### config.mk
export PLATFORM = sky130hd
export DESIGN_NAME = spi_tx_master
export DESIGN_NICKNAME = d
export VERILOG_FILES = /design/src/rtl/spi_tx_master.sv
export SDC_FILE = /design/constraint.sdc
export NUM_CORES = 1
export LEC_CHECK = 0
export CAP_MARGIN = 30
export CORE_MARGIN = 8
export CORE_UTILIZATION = 45
export CTS_BUF_LIST = sky130_fd_sc_hd__clkbuf_2 sky130_fd_sc_hd__clkbuf_4 sky130_fd_sc_hd__clkbuf_8
export CTS_CLUSTER_SIZE = 20
export DETAILED_ROUTE_END_ITERATION = 16
export PLACE_DENSITY = 0.74
export SLEW_MARGIN = 20
export SYNTH_ARGS = -nofsm -noshare
export SYNTH_HDL_FRONTEND = slang
export SYNTH_SLANG_ARGS = --single-unit
### constraint.sdc
create_clock -name clk_i -period 3.4 [get_ports clk_i]
set_clock_uncertainty 0.05 [all_clocks]
set_input_delay 0.51 -clock clk_i [delete_from_list [all_inputs] [get_ports clk_i]]
set_output_delay 0.51 -clock clk_i [all_outputs]
set_load 0.01 [all_outputs]
### src/rtl/spi_tx_master.sv
// spi_tx_master: SPI mode-0 (CPOL=0, CPHA=0) transmit engine.
// Serializes one DATA_W-bit command word onto mosi_o and generates
// csn_o and sclk_o for the ADC/DAC front end.
// Define SPI_TX_LSB_FIRST_EN to send the word LSB first; the default is MSB first.
// Legal parameters: DATA_W 2..64, CLK_DIV 1..255 (SCLK half-period in clk_i cycles).
module spi_tx_master #(
  parameter int DATA_W  = 24,
  parameter int CLK_DIV = 50
) (
  input  logic              clk_i,
  input  logic              rst_i,
  input  logic              strt_i,
  input  logic [DATA_W-1:0] data_i,
  output logic              sclk_o,
  output logic              mosi_o,
  output logic              csn_o,
  output logic              busy_o,
  output logic              eot_o,
  output logic              done_o
);

  localparam int              CNT_W    = $clog2(DATA_W);
  localparam logic [7:0]       DIV_LAST = 8'(CLK_DIV - 1);
  localparam logic [CNT_W-1:0] BIT_LAST = CNT_W'(DATA_W - 1);

  typedef enum logic [2:0] {
    ST_IDLE  = 3'd0,
    ST_SETUP = 3'd1,
    ST_HIGH  = 3'd2,
    ST_LOW   = 3'd3,
    ST_GAP   = 3'd4
  } state_t;

  state_t             state_q, state_d;
  logic [7:0]         div_cnt_q, div_cnt_d;
  logic [CNT_W-1:0]   bit_cnt_q, bit_cnt_d;
  logic [DATA_W-1:0]  sr_q, sr_d;
  logic               last_q, last_d;
  logic               sclk_q, sclk_d;
  logic               mosi_q, mosi_d;
  logic               csn_q, csn_d;
  logic               busy_q, busy_d;
  logic               eot_q, eot_d;
  logic               done_q, done_d;

  logic               tick;
  logic [DATA_W-1:0]  sr_shift;
  logic               first_bit;
  logic               next_bit;

  assign tick = (div_cnt_q == DIV_LAST);

`ifdef SPI_TX_LSB_FIRST_EN
  assign sr_shift  = sr_q >> 1;
  assign first_bit = data_i[0];
  assign next_bit  = sr_q[1];
`else
  assign sr_shift  = sr_q << 1;
  assign first_bit = data_i[DATA_W-1];
  assign next_bit  = sr_q[DATA_W-2];
`endif

  // Next-state and next-output logic; every phase lasts CLK_DIV cycles and
  // all transitions happen on the divider tick, so div_cnt restarts at 0
  // at the start of each phase. last_q remembers that the final bit has
  // already been presented on a rising edge.
  always_comb begin
    state_d   = state_q;
    div_cnt_d = tick ? 8'd0 : div_cnt_q + 8'd1;
    bit_cnt_d = bit_cnt_q;
    sr_d      = sr_q;
    last_d    = last_q;
    sclk_d    = sclk_q;
    mosi_d    = mosi_q;
    csn_d     = csn_q;
    busy_d    = busy_q;
    eot_d     = eot_q;
    done_d    = 1'b0;

    case (state_q)
      ST_IDLE: begin
        div_cnt_d = '0;
        bit_cnt_d = '0;
        last_d    = 1'b0;
        sclk_d    = 1'b0;
        mosi_d    = 1'b0;
        csn_d     = 1'b1;
        busy_d    = 1'b0;
        eot_d     = 1'b1;
        if (strt_i) begin
          state_d = ST_SETUP;
          sr_d    = data_i;
          mosi_d  = first_bit;
          csn_d   = 1'b0;
          busy_d  = 1'b1;
          eot_d   = 1'b0;
        end
      end

      ST_SETUP: begin
        if (tick) begin
          state_d = ST_HIGH;
          sclk_d  = 1'b1;
        end
      end

      ST_HIGH: begin
        if (tick) begin
          state_d = ST_LOW;
          sclk_d  = 1'b0;
          if (bit_cnt_q != BIT_LAST) begin
            sr_d      = sr_shift;
            mosi_d    = next_bit;
            bit_cnt_d = bit_cnt_q + 1'b1;
          end else begin
            last_d = 1'b1;
          end
        end
      end

      ST_LOW: begin
        if (tick) begin
          if (last_q) begin
            state_d = ST_GAP;
            csn_d   = 1'b1;
            mosi_d  = 1'b0;
            done_d  = 1'b1;
          end else begin
            state_d = ST_HIGH;
            sclk_d  = 1'b1;
          end
        end
      end

      ST_GAP: begin
        if (tick) begin
          state_d = ST_IDLE;
          busy_d  = 1'b0;
          eot_d   = 1'b1;
        end
      end

      default: begin
        state_d   = ST_IDLE;
        div_cnt_d = '0;
        bit_cnt_d = '0;
        sr_d      = '0;
        last_d    = 1'b0;
        sclk_d    = 1'b0;
        mosi_d    = 1'b0;
        csn_d     = 1'b1;
        busy_d    = 1'b0;
        eot_d     = 1'b1;
      end
    endcase
  end

  // State, datapath and registered outputs; reset aborts any frame at once
  always_ff @(posedge clk_i or posedge rst_i) begin
    if (rst_i) begin
      state_q   <= ST_IDLE;
      div_cnt_q <= '0;
      bit_cnt_q <= '0;
      sr_q      <= '0;
      last_q    <= 1'b0;
      sclk_q    <= 1'b0;
      mosi_q    <= 1'b0;
      csn_q     <= 1'b1;
      busy_q    <= 1'b0;
      eot_q     <= 1'b1;
      done_q    <= 1'b0;
    end else begin
      state_q   <= state_d;
      div_cnt_q <= div_cnt_d;
      bit_cnt_q <= bit_cnt_d;
      sr_q      <= sr_d;
      last_q    <= last_d;
      sclk_q    <= sclk_d;
      mosi_q    <= mosi_d;
      csn_q     <= csn_d;
      busy_q    <= busy_d;
      eot_q     <= eot_d;
      done_q    <= done_d;
    end
  end

  assign sclk_o = sclk_q;
  assign mosi_o = mosi_q;
  assign csn_o  = csn_q;
  assign busy_o = busy_q;
  assign eot_o  = eot_q;
  assign done_o = done_q;

endmodule
==> reports/results.ini <==
[yosys]
ys_types=46
avgSynthCellArea_um2=11.8
synth_top_area_share_pct=45.8
synthesis.nets=234
syn-cell-area_um2=2410
synth_edf_count=0
synth_common_cells=44 x dfrtp_1, 23 x a22o_1, 19 x mux2_4
ys_seq_area_share_pct=47.9
synth-seq-cells=46
async_reset_ff_share_pct=100
netlist.top_cell.by_area=dfrtp_1
syn_inst=204
ys.flop_type=dfrtp_1
synth.most_common_cell=dfrtp_1
ys_warn_count=0
synth.area.top_cells=dfrtp_1 46%, mux2_4 12%, a22o_1 8.4%

[worst_setup_path]
rr_worst_depth=6
crit_cells=6
worstPathArrival_ps=2420
cp_num_buf_inv=1
crit_path_end_kind=flip-flop
ff2ff_setup_slack_ps=1120
critPathMaxStageDelay_ps=410
critical_path_class=reg2reg
cp_top_family=flip-flops
critPathRequiredTime_ps=3540
cp_max_fo=23
slowest_stage=dfrtp_1
startpoint_type=flip-flop
crit_chain=ha_1 -> nand4b_1 -> nand3_2 -> a221oi_4 -> buf_4 -> mux2_2

[power]
ir_worst_vdd_mv=0.150
power_w=0.00101
leakagePower_nw=1.28
cellPowerDensity_nw_per_um2=346

[routing]
vias=1704
drt_iter0_drc=143
ant_nets=0
wl_per_cell_um=16.1
drt_wl_total_um=4960
dr.pass1.iters=4
drc=0
vias_per_cell=5.53

[sta]
period_needed_ps=2280
setup_violations=0
setup_tns_ps=0
finalHoldViolCount=0
finalCritPeriodShare_pct=67.0
rsz0062_at_grt=false
slew_viol_final=0
tightestPinTransition_ps=762
relSlewSlack_pct=48.9
fmax_ghz=0.439

[global_route]
grt_overflow=0
grt_max_degree=30
grt_pass1_vias=1626
grt_antenna_before_repair=0
gr-usage-met1_pct=18.1
grt_use_total_pct=13.6
grt_pass1_wl_um=8180
met3_usage_pct=5.06
grt.busiest_layer=met2
gr-usage-met2_pct=19.3

[cells_and_area]
final_nets=267
num_antenna_cells=0
drive_gt1_share_pct=18.9
layoutNonFillerInstCount=308
area_delta_synth_final_pct=21.3
fin_util_pct=56.8
fin_area_um2=2920

[clocking]
root_buffer=clkbuf_8
cts_inserted_buffers=5
clockBufferDepth=2
cts_hold_buffers=0
cts_sinks=46
clkSlewWorstSetupHoldPaths_ps=80
cts_tree=built
ctsResizeCount=0
htreeDepth=2
clk-insertion-delay-late_ps=300
cts_setup_buffers=0

[place]
dpl.cell_count=300
place_congestion=0.831
dp_hpwl_um=3420
post_dp_cell_area_um2=2800
io_buffers=32

[floorplanning]
die_x_um=89.1
core-area_um2=5140
rows=26
die_area_um2=7940
ioPinCount=33
start_util_pct=46.8
die_height_um=89.1

[hold_path]
hp-class=in2async

[job]
cap_violations=0

[status]
status=finished clean

==> path summary, 6_finish.rpt <==
| path | startpoint | endpoint |
|---|---|---|
| worst max-delay path | bit_cnt_q[0] | sr_q[5] |
| worst min-delay path | rst_i | sr_q[10] |
| worst max register to register | bit_cnt_q[0] | sr_q[5] |
| worst min register to register | bit_cnt_q[0] | bit_cnt_q[0] |
| max in group asynchronous | rst_i | eot_o |
| min in group clk_i | bit_cnt_q[0] | bit_cnt_q[0] |
==> cells in the final DEF, fill, tap and decap left out, drive strengths merged, types with 3 or more instances in the layout <==
cell type / n
nand2: 10
ha: 3
nand3: 13
inv: 8
nor2: 13
o211ai: 3
clkbuf: 7
nor3b: 3
dfrtp: 44
clkdlybuf4s50: 32
a21oi: 4
buf: 4
o21ai: 9
nor3: 3
xor2: 4
mux2: 23
a22o: 23
==> report_power, final <==
part	switching, W	total, W	internal [W]
registers	0	0.000547	0.000547
logic	0.0000177	0.0000465	0.0000288
clock network	0.000179	0.000415	0.000236
total	0.000197	0.00101	0.000811
==> flip-flops by register name (all words and copies together), names as in the netlist <==
signal,cells
sr_q,23
bit_cnt_q,5
sclk_o,1
done_o,1
state_q,3
csn_o,1
busy_o,1
div_cnt_q,8
mosi_o,1
last_q,1
eot_o,1
==> routing by layer <==
layer	share of wire, %	vias up
met5	0	-
li1	-	822
met4	1.4	0
met3	6.8	4
met1	48	838
met2	44	40
==> cell type report <==
cell class	count	area [um2]
clock buffer	7	83.8
clock inverter	1	30.0
fill	454	2220
inverter	8	30.0
multi-input combinational	140	1170
sequential	46	1150
tap	70	87.6
timing repair buffer	36	363
==> logic make-up (layout without fill, tap and decap cells) <==
family,count (synthesis),count (layout),synth area share [%]
flops,46,46,47.9
simple gates,56,56,13.6
fa+ha+maj,3,3,1.56
buf+inv,18,52,3.69
mux,25,25,14.6
compound gates,50,50,16.4
xor+xnor,6,6,2.18
==> through the flow <==
step / hold WS [ps] / setup WS [ps]
after floorplan: 424 / 1420
after global placement: 442 / 1010
after detailed placement: 446 / 983
after CTS: 467 / 1120
after global routing: 480 / 1030
final: 461 / 1120
No activity file was read; power rests on OpenSTA's default activity.
